$ cat src/rtl/hazard_pkg.sv
// hazard_pkg: forwarding-select encodings and the in-flight destination record
package hazard_pkg;
  localparam logic [2:0] FWD_RF   = 3'd0;
  localparam logic [2:0] FWD_MEM1 = 3'd1;
  localparam logic [2:0] FWD_MEM2 = 3'd2;
  localparam logic [2:0] FWD_WB   = 3'd3;
  localparam logic [2:0] FWD_WBFW = 3'd4;
  localparam int INFLIGHT_DEPTH = 5;
  typedef struct packed {
    logic       valid;
    logic [4:0] dst;
    logic       regwrite;
    logic       is_load;
  } inflight_t;
  function automatic logic live(input inflight_t e);
    return e.valid & e.regwrite & (e.dst != 5'd0);
  endfunction
endpackage

$ cat src/rtl/fwd_pick.sv
// fwd_pick: priority match of one ID source against age1..age4, youngest producer wins
module fwd_pick
  import hazard_pkg::*;
(
  input  logic [4:0]      src_i,
  input  logic            use_i,
  input  inflight_t [3:0] age_i,
  output logic [2:0]      sel_o,
  output logic            load_hit_o
);
  logic [3:0] hit;
  logic       unused_ld;
  for (genvar i = 0; i < 4; i++) begin : g_hit
    assign hit[i] = use_i & live(age_i[i]) & (age_i[i].dst == src_i);
  end
  assign sel_o = hit[0] ? FWD_MEM1 : hit[1] ? FWD_MEM2 : hit[2] ? FWD_WB : hit[3] ? FWD_WBFW : FWD_RF;
  // only loads still in EX/MEM1 are too late to forward from
  assign load_hit_o = (hit[0] & age_i[0].is_load) | (hit[1] & age_i[1].is_load);
  assign unused_ld = age_i[2].is_load ^ age_i[3].is_load;
endmodule

$ cat src/rtl/hazard_fwd_ctrl.sv
// hazard_fwd_ctrl: load-use stall detection and registered EX forwarding selects
module hazard_fwd_ctrl
  import hazard_pkg::*;
#(
  parameter int NSRC = 5
) (
  input  logic                    clk,
  input  logic                    reset,
  input  logic                    id_valid,
  input  logic [4:0]              id_rs,
  input  logic [4:0]              id_rt,
  input  logic                    id_use_rs,
  input  logic                    id_use_rt,
  input  logic [4:0]              id_dst,
  input  logic                    id_regwrite,
  input  logic                    id_is_load,
  input  logic                    flush,
  input  logic                    freeze,
  output logic                    stall_id,
  output logic [$clog2(NSRC)-1:0] ex_fwd_a,
  output logic [$clog2(NSRC)-1:0] ex_fwd_b,
  output logic                    ex_bubble,
  output logic [31:0]             stall_count
);
  inflight_t [INFLIGHT_DEPTH-1:0] age_q, age_d;
  inflight_t  rec;
  logic [2:0] sel_a, sel_b, fwd_a_q, fwd_a_d, fwd_b_q, fwd_b_d;
  logic       hit_a, hit_b, accept, bubble_q, bubble_d, unused_wbfw;
  logic [31:0] cnt_q, cnt_d;
  fwd_pick u_pick_a (.src_i(id_rs), .use_i(id_use_rs), .age_i(age_q[3:0]), .sel_o(sel_a), .load_hit_o(hit_a));
  fwd_pick u_pick_b (.src_i(id_rt), .use_i(id_use_rt), .age_i(age_q[3:0]), .sel_o(sel_b), .load_hit_o(hit_b));
  assign stall_id = id_valid & ~flush & (hit_a | hit_b);
  assign accept   = id_valid & ~flush & ~stall_id;
  always_comb begin
    rec      = accept ? '{valid: 1'b1, dst: id_dst, regwrite: id_regwrite, is_load: id_is_load} : '0;
    age_d    = {age_q[INFLIGHT_DEPTH-2:0], rec};
    fwd_a_d  = accept ? sel_a : FWD_RF;
    fwd_b_d  = accept ? sel_b : FWD_RF;
    bubble_d = ~accept;
    cnt_d    = (stall_id && cnt_q != 32'hFFFF_FFFF) ? cnt_q + 32'd1 : cnt_q;
  end
  always_ff @(posedge clk) begin
    if (reset) begin
      age_q    <= '0;
      fwd_a_q  <= FWD_RF;
      fwd_b_q  <= FWD_RF;
      bubble_q <= 1'b1;
      cnt_q    <= '0;
    end else if (!freeze) begin
      age_q    <= age_d;
      fwd_a_q  <= fwd_a_d;
      fwd_b_q  <= fwd_b_d;
      bubble_q <= bubble_d;
      cnt_q    <= cnt_d;
    end
  end
  // WBFW entry is tracked for pipeline bookkeeping but is past every forwarding window
  assign unused_wbfw = ^age_q[INFLIGHT_DEPTH-1];
  assign ex_fwd_a    = fwd_a_q;
  assign ex_fwd_b    = fwd_b_q;
  assign ex_bubble   = bubble_q;
  assign stall_count = cnt_q;
endmodule

$ cat config.mk
export PLATFORM = sky130hd
export DESIGN_NAME = hazard_fwd_ctrl
export DESIGN_NICKNAME = d
export VERILOG_FILES = /design/src/rtl/hazard_pkg.sv /design/src/rtl/fwd_pick.sv /design/src/rtl/hazard_fwd_ctrl.sv
export SDC_FILE = /design/constraint.sdc
export NUM_CORES = 1
export LEC_CHECK = 0
export BUFFER_PORTS_ARGS = -buffer_cell sky130_fd_sc_hd__buf_2
export CELL_PAD_IN_SITES_DETAIL_PLACEMENT = 1
export CELL_PAD_IN_SITES_GLOBAL_PLACEMENT = 1
export CORE_ASPECT_RATIO = 0.6
export CORE_MARGIN = 4
export CORE_UTILIZATION = 42
export CTS_CLUSTER_SIZE = 16
export DETAILED_ROUTE_END_ITERATION = 7
export GPL_TIMING_DRIVEN = 0
export PLACE_DENSITY_LB_ADDON = 0.1
export SETUP_SLACK_MARGIN = 0.3
export SYNTH_ARGS = -nofsm -noshare
export SYNTH_HDL_FRONTEND = slang
export SYNTH_SLANG_ARGS = --single-unit
$ cat constraint.sdc
create_clock -name clk -period 3.05 [get_ports clk]
set_input_delay 0.61 -clock clk [delete_from_list [all_inputs] [get_ports clk]]
set_output_delay 0.61 -clock clk [all_outputs]
set_load 0.02 [all_outputs]
==> results of run 1 <==
-- placed cells by master, fill, tap and decap left out, types with 3 or more instances in the layout --
master and instances:
dfxtp_1 62, a21oi_1 29, nand3_1 15, a22o_1 7, nor2_1 33, dfxtp_4 4
bufinv_16 3, and4_1 5, o41ai_1 3, and3_1 4, clkbuf_1 10, clkbuf_16 9
xor2_1 19, dfxtp_2 3, buf_4 8, xnor2_1 20, nand4_1 18, o31ai_1 11
nand2_1 15, buf_6 3, inv_1 6, nand2b_1 6, nor3_1 4, clkinv_4 3
buf_1 4, or4_1 13, o21ai_0 18, or3_1 15, o21bai_1 4, mux2i_1 22
buf_2 63, nor2b_1 3, nor4_1 9, and2_1 6
-- cells by family (layout without fill, tap and decap cells) --
family | Yosys count | count (layout) | share of synthesized area (%)
compound gates | 84 | 84 | 16.0
fa+ha+maj | 1 | 1 | 0.345
flops | 69 | 69 | 38.0
mux | 23 | 23 | 6.37
xor+xnor | 40 | 40 | 9.65
buf+inv | 30 | 113 | 4.00
simple gates | 161 | 161 | 25.6
-- critical path, stage by stage --
cell and delay (ns):
buf_4 0.15, xor2_2 0.15, nor4_2 0.33, a32o_2 0.26, a32oi_4 0.12, buf_6 0.14, buf_8 0.11, buf_8 0.12
nor2_4 0.09, buf_6 0.12
-- path summary, 6_finish.rpt --
check | from | end | slack (ns) | cells past startpoint
worst max-delay path | id_rt[3] | stall_id | 0.24 | 10
worst max register to register | stall_count[0] | stall_count[21] | 0.49 | 9
worst min-delay path | ex_fwd_b[1] | ex_fwd_b[1] | 0.47 | 1
worst min register to register | ex_fwd_b[1] | ex_fwd_b[1] | 0.47 | 1
-- Yosys cell counts, types with 4 or more instances --
cell	n
o21ai_0	18
clkbuf_1	11
mux2i_1	22
and3_1	4
and4_1	5
xnor2_1	20
nor4_1	11
buf_1	4
nor2_1	34
and2_1	6
o31ai_1	11
a21oi_1	29
buf_2	5
dfxtp_1	69
a22o_1	7
nand2_1	15
nand4_1	18
nor3_1	5
xor2_1	20
inv_1	6
or4_1	14
o21bai_1	4
nand3_1	15
nand2b_1	6
or3_1	16
-- per-layer routing --
layer | up-vias | GRT usage (%) | routed length [microns]
met5 | - | 0 | 0
met4 | 0 | 6.46 | 87
met3 | 11 | 7.89 | 1200
met2 | 148 | 36.7 | 5190
met1 | 1740 | 39.1 | 6260
li1 | 1672 | - | -
-- power breakdown --
group / switching (mW) / internal, mW
combinational: 0.0823 / 0.0519
clock: 0.420 / 0.802
sequential: 0.00942 / 0.904
-- what timing repair did --
action | CTS | global route
pin swaps | 4 | 3
setup endpoints to repair | 1 | 12
gates resized for setup | 21 | 7
hold buffers | 0 | 0
endpoints found under the hold margin | 0 | 0
buffers inserted | 6 | 1
-- final cells by class --
class	count	area, sq um	area share (%)
Buffer	24	135	2.96
Clock buffer	9	225	4.94
Clock inverter	7	124	2.72
Inverter	6	22.5	0.494
Multi-Input combinational cell	309	2160	47.3
Sequential cell	69	1400	30.7
Tap cell	108	135	2.96
Timing Repair Buffer	67	362	7.93
-- per-stage QoR --
stage	std cells	area, sq um	TNS (ns)
CTS	598	4530	0
global placement	576	4070	-0.0180
global route	599	4560	0
finish	599	4560	0
detailed placement	576	4070	-0.0562
floorplan	408	3640	0
-- sequential cells by signal, indices dropped and copies added, names as in the netlist --
signal,cells
stall_count,32
age_d,30
ex_fwd_a,3
ex_fwd_b,3
ex_bubble,1
==> metrics.yaml, run 1 <==
detailed_routing:
  vias_per_cell: 5.96
  drtIter0Drc: 304
  wl_mm: 12.7
  wl_per_cell_microns: 21.3
  dr.pass1.iters: 5
  drc_errors: 0
  vias: 3571
  ant_nets: 0
cells_and_area:
  drive_above_1_share_pct: 23.8
  nNetsFinal: 511
  area_delta_synth_final_pct: 25.6
  fill_cells: 962
  diodes: 0
  final_core_util_pct: 56.1
power_and_ir_drop:
  p_leak_nw: 1.77
  p_per_area_nw_per_um2: 498
  irDropWorstVdd_mv: 0.313
  power_mw: 2.27
logic_synthesis:
  synth_flop_cell: "dfxtp_1"
  ys_top_cells_by_area: "dfxtp_1 (38%), mux2i_1 (6.1%), xnor2_1 (4.8%), xor2_1 (4.8%), a21oi_1 (4.0%)"
  yosys.area.top_type: "dfxtp_1"
  yosysUniqueCellTypes: 49
  synth_top_cell_area_share_pct: 38.0
  synth_area_sq_um: 3630
  synthArstFlopShare_pct: 0
  avgSynthCellArea_sq_um: 8.90
  synth_seq_cells: 69
  ys.warnings.count: 0
  synth_edf_count: 0
  synth_cells: 408
  ys_seq_area_share_pct: 38.0
  syn_nets: 433
timing:
  worstMarginPinSlew_ns: 0.697
  setup_violations: 0
  maxSlewViolCount: 0
  finalClockSkew_ns: 0.00762
  hold_viol_final: 0
  fin_crit_ns: 2.81
  fin_hold_ws_ns: 0.468
  min_period_over_period_pct: 92.2
  rsz0062_at_grt: "true"
  fmax_ghz: 0.356
  setup_ws_ns: 0.239
  maxSlewHeadroom_pct: 53.5
setup_path:
  cp.arrival_ns: 2.20
  critPathRequiredTime_ns: 2.44
  endpoint_kind: "output pin"
  crit_type: "primary input to output pin"
  cp_max_fo: 4
  cp-start-kind: "primary input"
clocking:
  cts_root_buf: "clkbuf_16"
  clock_latency_ns: 0.34
  cts_sinks: 69
  cts_tree: "built"
  h-tree-depth: 3
  clk_pin_slew_ns: 0.06
  numCtsBuffers: 9
  clockBufferDepth: 2
grt:
  grt_util_all_layers_pct: 26.4
  grt_pass1_wl_mm: 20.6
  antenna_found_initial: 0
  grt_overflow: 0
  grt_pass1_vias: 3630
  grt_max_degree: 14
floorplan:
  start_util_pct: 44.6
  core_sq_um: 8130
  core.rowCount: 25
  die_h_microns: 80.0
  ios: 64
  die_area_sq_um: 10200
  dieWidth_microns: 128
min_path:
  hold_path.class: "register to register"
run_status:
  status: "finished, final reports clean"
placement:
  place_congestion: 1.01
  hpwl_mm: 9.37
  port_buffers: 60
  pre_cts_slack_ns: -0.0562
run:
  maxCapViolations: 0
Note: power is estimated with default switching activity, not from simulation.
==> run 2: changes to the inputs <==
CELL_PAD_IN_SITES_GLOBAL_PLACEMENT = 2   (was 1)
CORE_UTILIZATION = 34   (was 42)
==> run 2 against run 1 <==
  * Register-to-register slack improved by 0.02 ns
  * Flip-flop and latch count unchanged
  * Sequential share of layout area decreased by 0.43 points
  * Critical endpoint unchanged
  * Largest cell class unchanged
  * Largest power group unchanged
==> metrics.yaml, run 2 (same netlist as run 1, synthesis figures left out) <==
run_status:
  status: "finished, final reports clean"
clocking:
  clockBufferDepth: 2
  clock_latency_ns: 0.34
  clk_pin_slew_ns: 0.06
  h-tree-depth: 3
  cts_root_buf: "clkbuf_16"
  cts_sinks: 69
  numCtsBuffers: 9
  cts_tree: "built"
  cts_hold_buf: 0
cells_and_area:
  final_common_cell: "dfxtp_1"
  diodes: 0
  drive_above_1_share_pct: 24.7
  nNetsFinal: 517
  largest_register_ffs: 32
  design_area_sq_um: 4630
  final_cell_mix: "dfxtp_1 (61), buf_2 (60), nor2_1 (33)"
  area_delta_synth_final_pct: 27.5
  final_core_util_pct: 45.7
  fin_cells: 632
detailed_routing:
  dr.pass1.iters: 5
  ant_nets: 0
  wl_per_cell_microns: 20.9
  vias_per_cell: 5.66
  wl_mm: 13.2
  vias: 3579
  drc_errors: 0
  drtIter0Drc: 228
power_and_ir_drop:
  p_per_area_nw_per_um2: 462
  irDropWorstVdd_mv: 0.288
  power_mw: 2.14
  p_leak_nw: 1.79
floorplan:
  dieWidth_microns: 141
  die_area_sq_um: 12500
  core.rowCount: 28
  die_h_microns: 88.0
  core_sq_um: 10100
  ios: 64
  start_util_pct: 35.9
timing:
  fin_crit_ns: 2.76
  setup_ws_ns: 0.290
  setup_violations: 0
  fin_hold_ws_ns: 0.481
  maxSlewViolCount: 0
  min_period_over_period_pct: 90.5
  fin_tns_setup_ns: 0
  worstMarginPinSlew_ns: 0.733
  finalClockSkew_ns: 0.00655
  maxSlewHeadroom_pct: 51.1
  hold_viol_final: 0
  rsz0062_at_grt: "true"
  fmax_ghz: 0.362
setup_path:
  crit_type: "primary input to output pin"
  reg2reg_depth: 6
  cp_max_fo: 4
  cp.depth: 10
  max_stage_delay_ns: 0.34
  crit_slowest_cell: "nor4_2"
  endpoint_kind: "output pin"
  critPathBufInv: 5
  worstPathCellList: "buf_4, xor2_1, nor4_2, a32o_2, a32oi_4, buf_6, buf_8, buf_8, nor2_4, buf_6"
  critPathRequiredTime_ns: 2.44
  crit_family: "buffers and inverters"
  cp-start-kind: "primary input"
  cp.arrival_ns: 2.15
placement:
  placedCellCount: 603
  port_buffers: 60
  hpwl_mm: 9.68
  place_congestion: 0.874
  pre_cts_slack_ns: -0.0528
  dpl-instance-area_sq_um: 4110
grt:
  grt_overflow: 0
  grt_pass1_vias: 3609
  grt_pass1_wl_mm: 20.5
  grt_util_all_layers_pct: 21.6
  grt_max_degree: 14
  antenna_found_initial: 0
run:
  maxCapViolations: 0
min_path:
  holdPathStages: 2
  hold_path.class: "register to register"
## run 2: worst paths after layout
check                  from              end  slack [ns]
min             ex_fwd_a[0]      ex_fwd_a[0]        0.48
max reg2reg  stall_count[6]  stall_count[29]        0.51
max                id_rs[0]         stall_id        0.29
min reg2reg     ex_fwd_a[0]      ex_fwd_a[0]        0.48
## run 2: worst min-delay path: stages (launching register included)
cell	delay (ns)
dfxtp_1	0.34
nand2_1	0.05
o21ai_0	0.06
## run 2: final cells by class
class / count / area, sq um
inverters: 6 / 22.5
flip-flops and latches: 69 / 1400
well taps: 135 / 169
clock buffers: 10 / 239
multi-input cells: 309 / 2150
fillers: 1186 / 5500
repair buffers: 73 / 437
plain buffers: 24 / 135
clock inverters: 6 / 71.3
## run 2: report_power, final
part | internal (mW) | switching (mW) | total, mW
Clock | 0.661 | 0.419 | 1.08
Combinational | 0.0585 | 0.0867 | 0.145
Sequential | 0.904 | 0.00861 | 0.913
Total | 1.62 | 0.514 | 2.14
## run 2: repair_timing
item	4_1_cts	5_1_grt
resized for setup	24	16
setup endpoints to repair	1	11
buffers inserted	7	6
pin swaps	5	7
## run 2: per-layer routing
layer	vias to the layer above	GRT usage, %	routed length (microns)
met4	0	5.14	147
met2	109	29.2	5030
li1	1688	-	-
met1	1768	33.8	7150
met5	-	0	0
met3	14	5.40	859
==> run 3: changes to the inputs <==
CORE_ASPECT_RATIO = unset   (was 0.6)
REMOVE_ABC_BUFFERS = 1   (was unset)
SETUP_SLACK_MARGIN = 0.02   (was 0.3)
==> run 3 against run 2 <==
  * Non-clock buffer count fell by 32
  * Critical path depth is 3 lower
  * Clock skew increased by 0.0020 ns
  * Register-to-register slack got worse by 0.15 ns
  * Die area down 0.43%
  * Cell count down 4.9%
  * Hold slack worse by 0.027 ns
  * Clock power down 14%
  * Cell area fell by 7.2%
  * Sequential power is essentially flat
  * Flip-flop and latch count is the same
  * Via count is 8.9% lower
==> metrics.yaml, run 3 (same netlist as run 1, synthesis figures left out) <==
cells_and_area:
  design_area_sq_um: 4300
  regArea_sq_um: 1380
  largest_register_ffs: 32
  drive_above_1_share_pct: 19.4
  area_delta_synth_final_pct: 18.3
  final_common_cell: "dfxtp_1"
  fin_cells: 601
  final_cell_mix: "dfxtp_1 (69), buf_2 (63), nor2_1 (34)"
  nNetsFinal: 485
  final_core_util_pct: 41.4
  diodes: 0
  multi_input_area_sq_um: 2110
  fill_cells: 1250
detailed_routing:
  vias_per_cell: 5.42
  met1Wirelength_mm: 4.63
  drtIter0Drc: 101
  wl_met3_microns: 349
  dr.pass1.iters: 4
  drc_errors: 0
  wl_per_cell_microns: 16.7
  wl_mm: 10.0
  top_layer_used: "met4"
  ant_nets: 0
  vias: 3260
  wl_met2_mm: 4.89
placement:
  placedCellCount: 585
  place_congestion: 0.790
  port_buffers: 63
  hpwl_mm: 7.25
  dpl-instance-area_sq_um: 4040
min_path:
  min_from: "ex_fwd_b[0]"
  min_to: "ex_fwd_b[0]"
  holdPathStages: 2
  hold_path.class: "register to register"
timing:
  hold_viol_final: 0
  rsz0062_at_grt: "true"
  maxSlewViolCount: 0
  fmax_ghz: 0.353
  fin_hold_ws_ns: 0.454
  min_period_over_period_pct: 93.0
  setup_violations: 0
  maxSlewHeadroom_pct: 17.8
  finalClockSkew_ns: 0.00855
  fin_tns_setup_ns: 0
  worstMarginPinSlew_ns: 1.23
  fin_crit_ns: 2.84
clocking:
  numCtsBuffers: 9
  h-tree-depth: 3
  clk_pin_slew_ns: 0.08
  clockBufferDepth: 2
  clock_latency_ns: 0.35
  cts_root_buf: "clkbuf_8"
  cts_tree: "built"
  cts_hold_buf: 0
  cts_sinks: 69
floorplan:
  die_h_microns: 111
  dieWidth_microns: 111
  start_util_pct: 35.0
  ios: 64
  die_area_sq_um: 12400
  core.rowCount: 37
  core_sq_um: 10400
setup_path:
  cp_max_fo: 36
  reg2reg_depth: 6
  r2r-end: "stall_count[12]"
  cp-start-kind: "register"
  cp.arrival_ns: 2.23
  endpoint_kind: "output pin"
  critPathRequiredTime_ns: 2.44
  reg2reg_from: "stall_count[2]"
  crit_type: "register to output pin"
  r2r_slack_ns: 0.36
power_and_ir_drop:
  p_per_area_nw_per_um2: 455
  irDropWorstVdd_mv: 0.217
  p_leak_nw: 1.65
run:
  maxCapViolations: 0
grt:
  grt_max_degree: 66
  grt_util_all_layers_pct: 16.5
  grt_pass1_vias: 3318
  grt_pass1_wl_mm: 17.0
  grt_overflow: 0
  antenna_found_initial: 0
run_status:
  status: "finished, final reports clean"
-- run 3: worst max-delay path by stage --
stage              start              end  cells past startpoint
2_1_floorplan   id_rs[1]         stall_id                      5
3_3_place_gp    id_rs[1]         stall_id                      7
3_5_place_dp      freeze  stall_count[15]                      6
4_1_cts        age_d[13]         stall_id                      7
5_1_grt           freeze  stall_count[31]                      6
6_report       age_d[19]         stall_id                      7
-- run 3: repair_timing --
action / 4_1_cts / 5_1_grt
gates resized for setup: 0 / 1
buffers inserted: 0 / 0
setup endpoints to repair: 0 / 2
-- run 3: routing by layer --
metal  global-route usage [%]  vias to the layer above
met3                     3.26                       11
li1                         -                     1614
met4                     5.52                        0
met2                     28.4                       53
met1                     20.8                     1582
met5                        0                        -
-- run 3: final cells by class --
cell class / count / area share (%)
multi-input cells: 309 / 49.1
flip-flops and latches: 69 / 32.2
repair buffers: 65 / 8.45
well taps: 136 / 3.96
clock buffers: 10 / 3.20
clock inverters: 6 / 2.56
inverters: 6 / 0.524
-- run 3: through the flow --
stage | setup WS (ns) | power [mW]
after floorplan | 0.139 | 0.987
after global placement | -0.503 | 1.05
after detailed placement | -0.110 | 1.05
after CTS | 0.0855 | 1.99
after global routing | 0.0101 | 2.03
final | 0.214 | 1.95
-- run 3: power by group --
| part | switching [mW] | internal [mW] | total, mW | leakage (nW) |
|---|---|---|---|---|
| Sequential | 0.00789 | 0.905 | 0.913 | 0.556 |
| Clock | 0.363 | 0.564 | 0.927 | 0.119 |
| Combinational | 0.0688 | 0.0452 | 0.114 | 0.977 |
| Total | 0.440 | 1.51 | 1.95 | 1.65 |
-- run 3: worst max-delay path, cell delays in order, from the launching register on --
cell,delay [ns]
dfxtp_1,0.38
or4_1,0.56
nor2_2,0.15
nor3b_1,0.09
a32oi_4,0.23
buf_12,0.22
nor2_1,0.07
buf_2,0.16
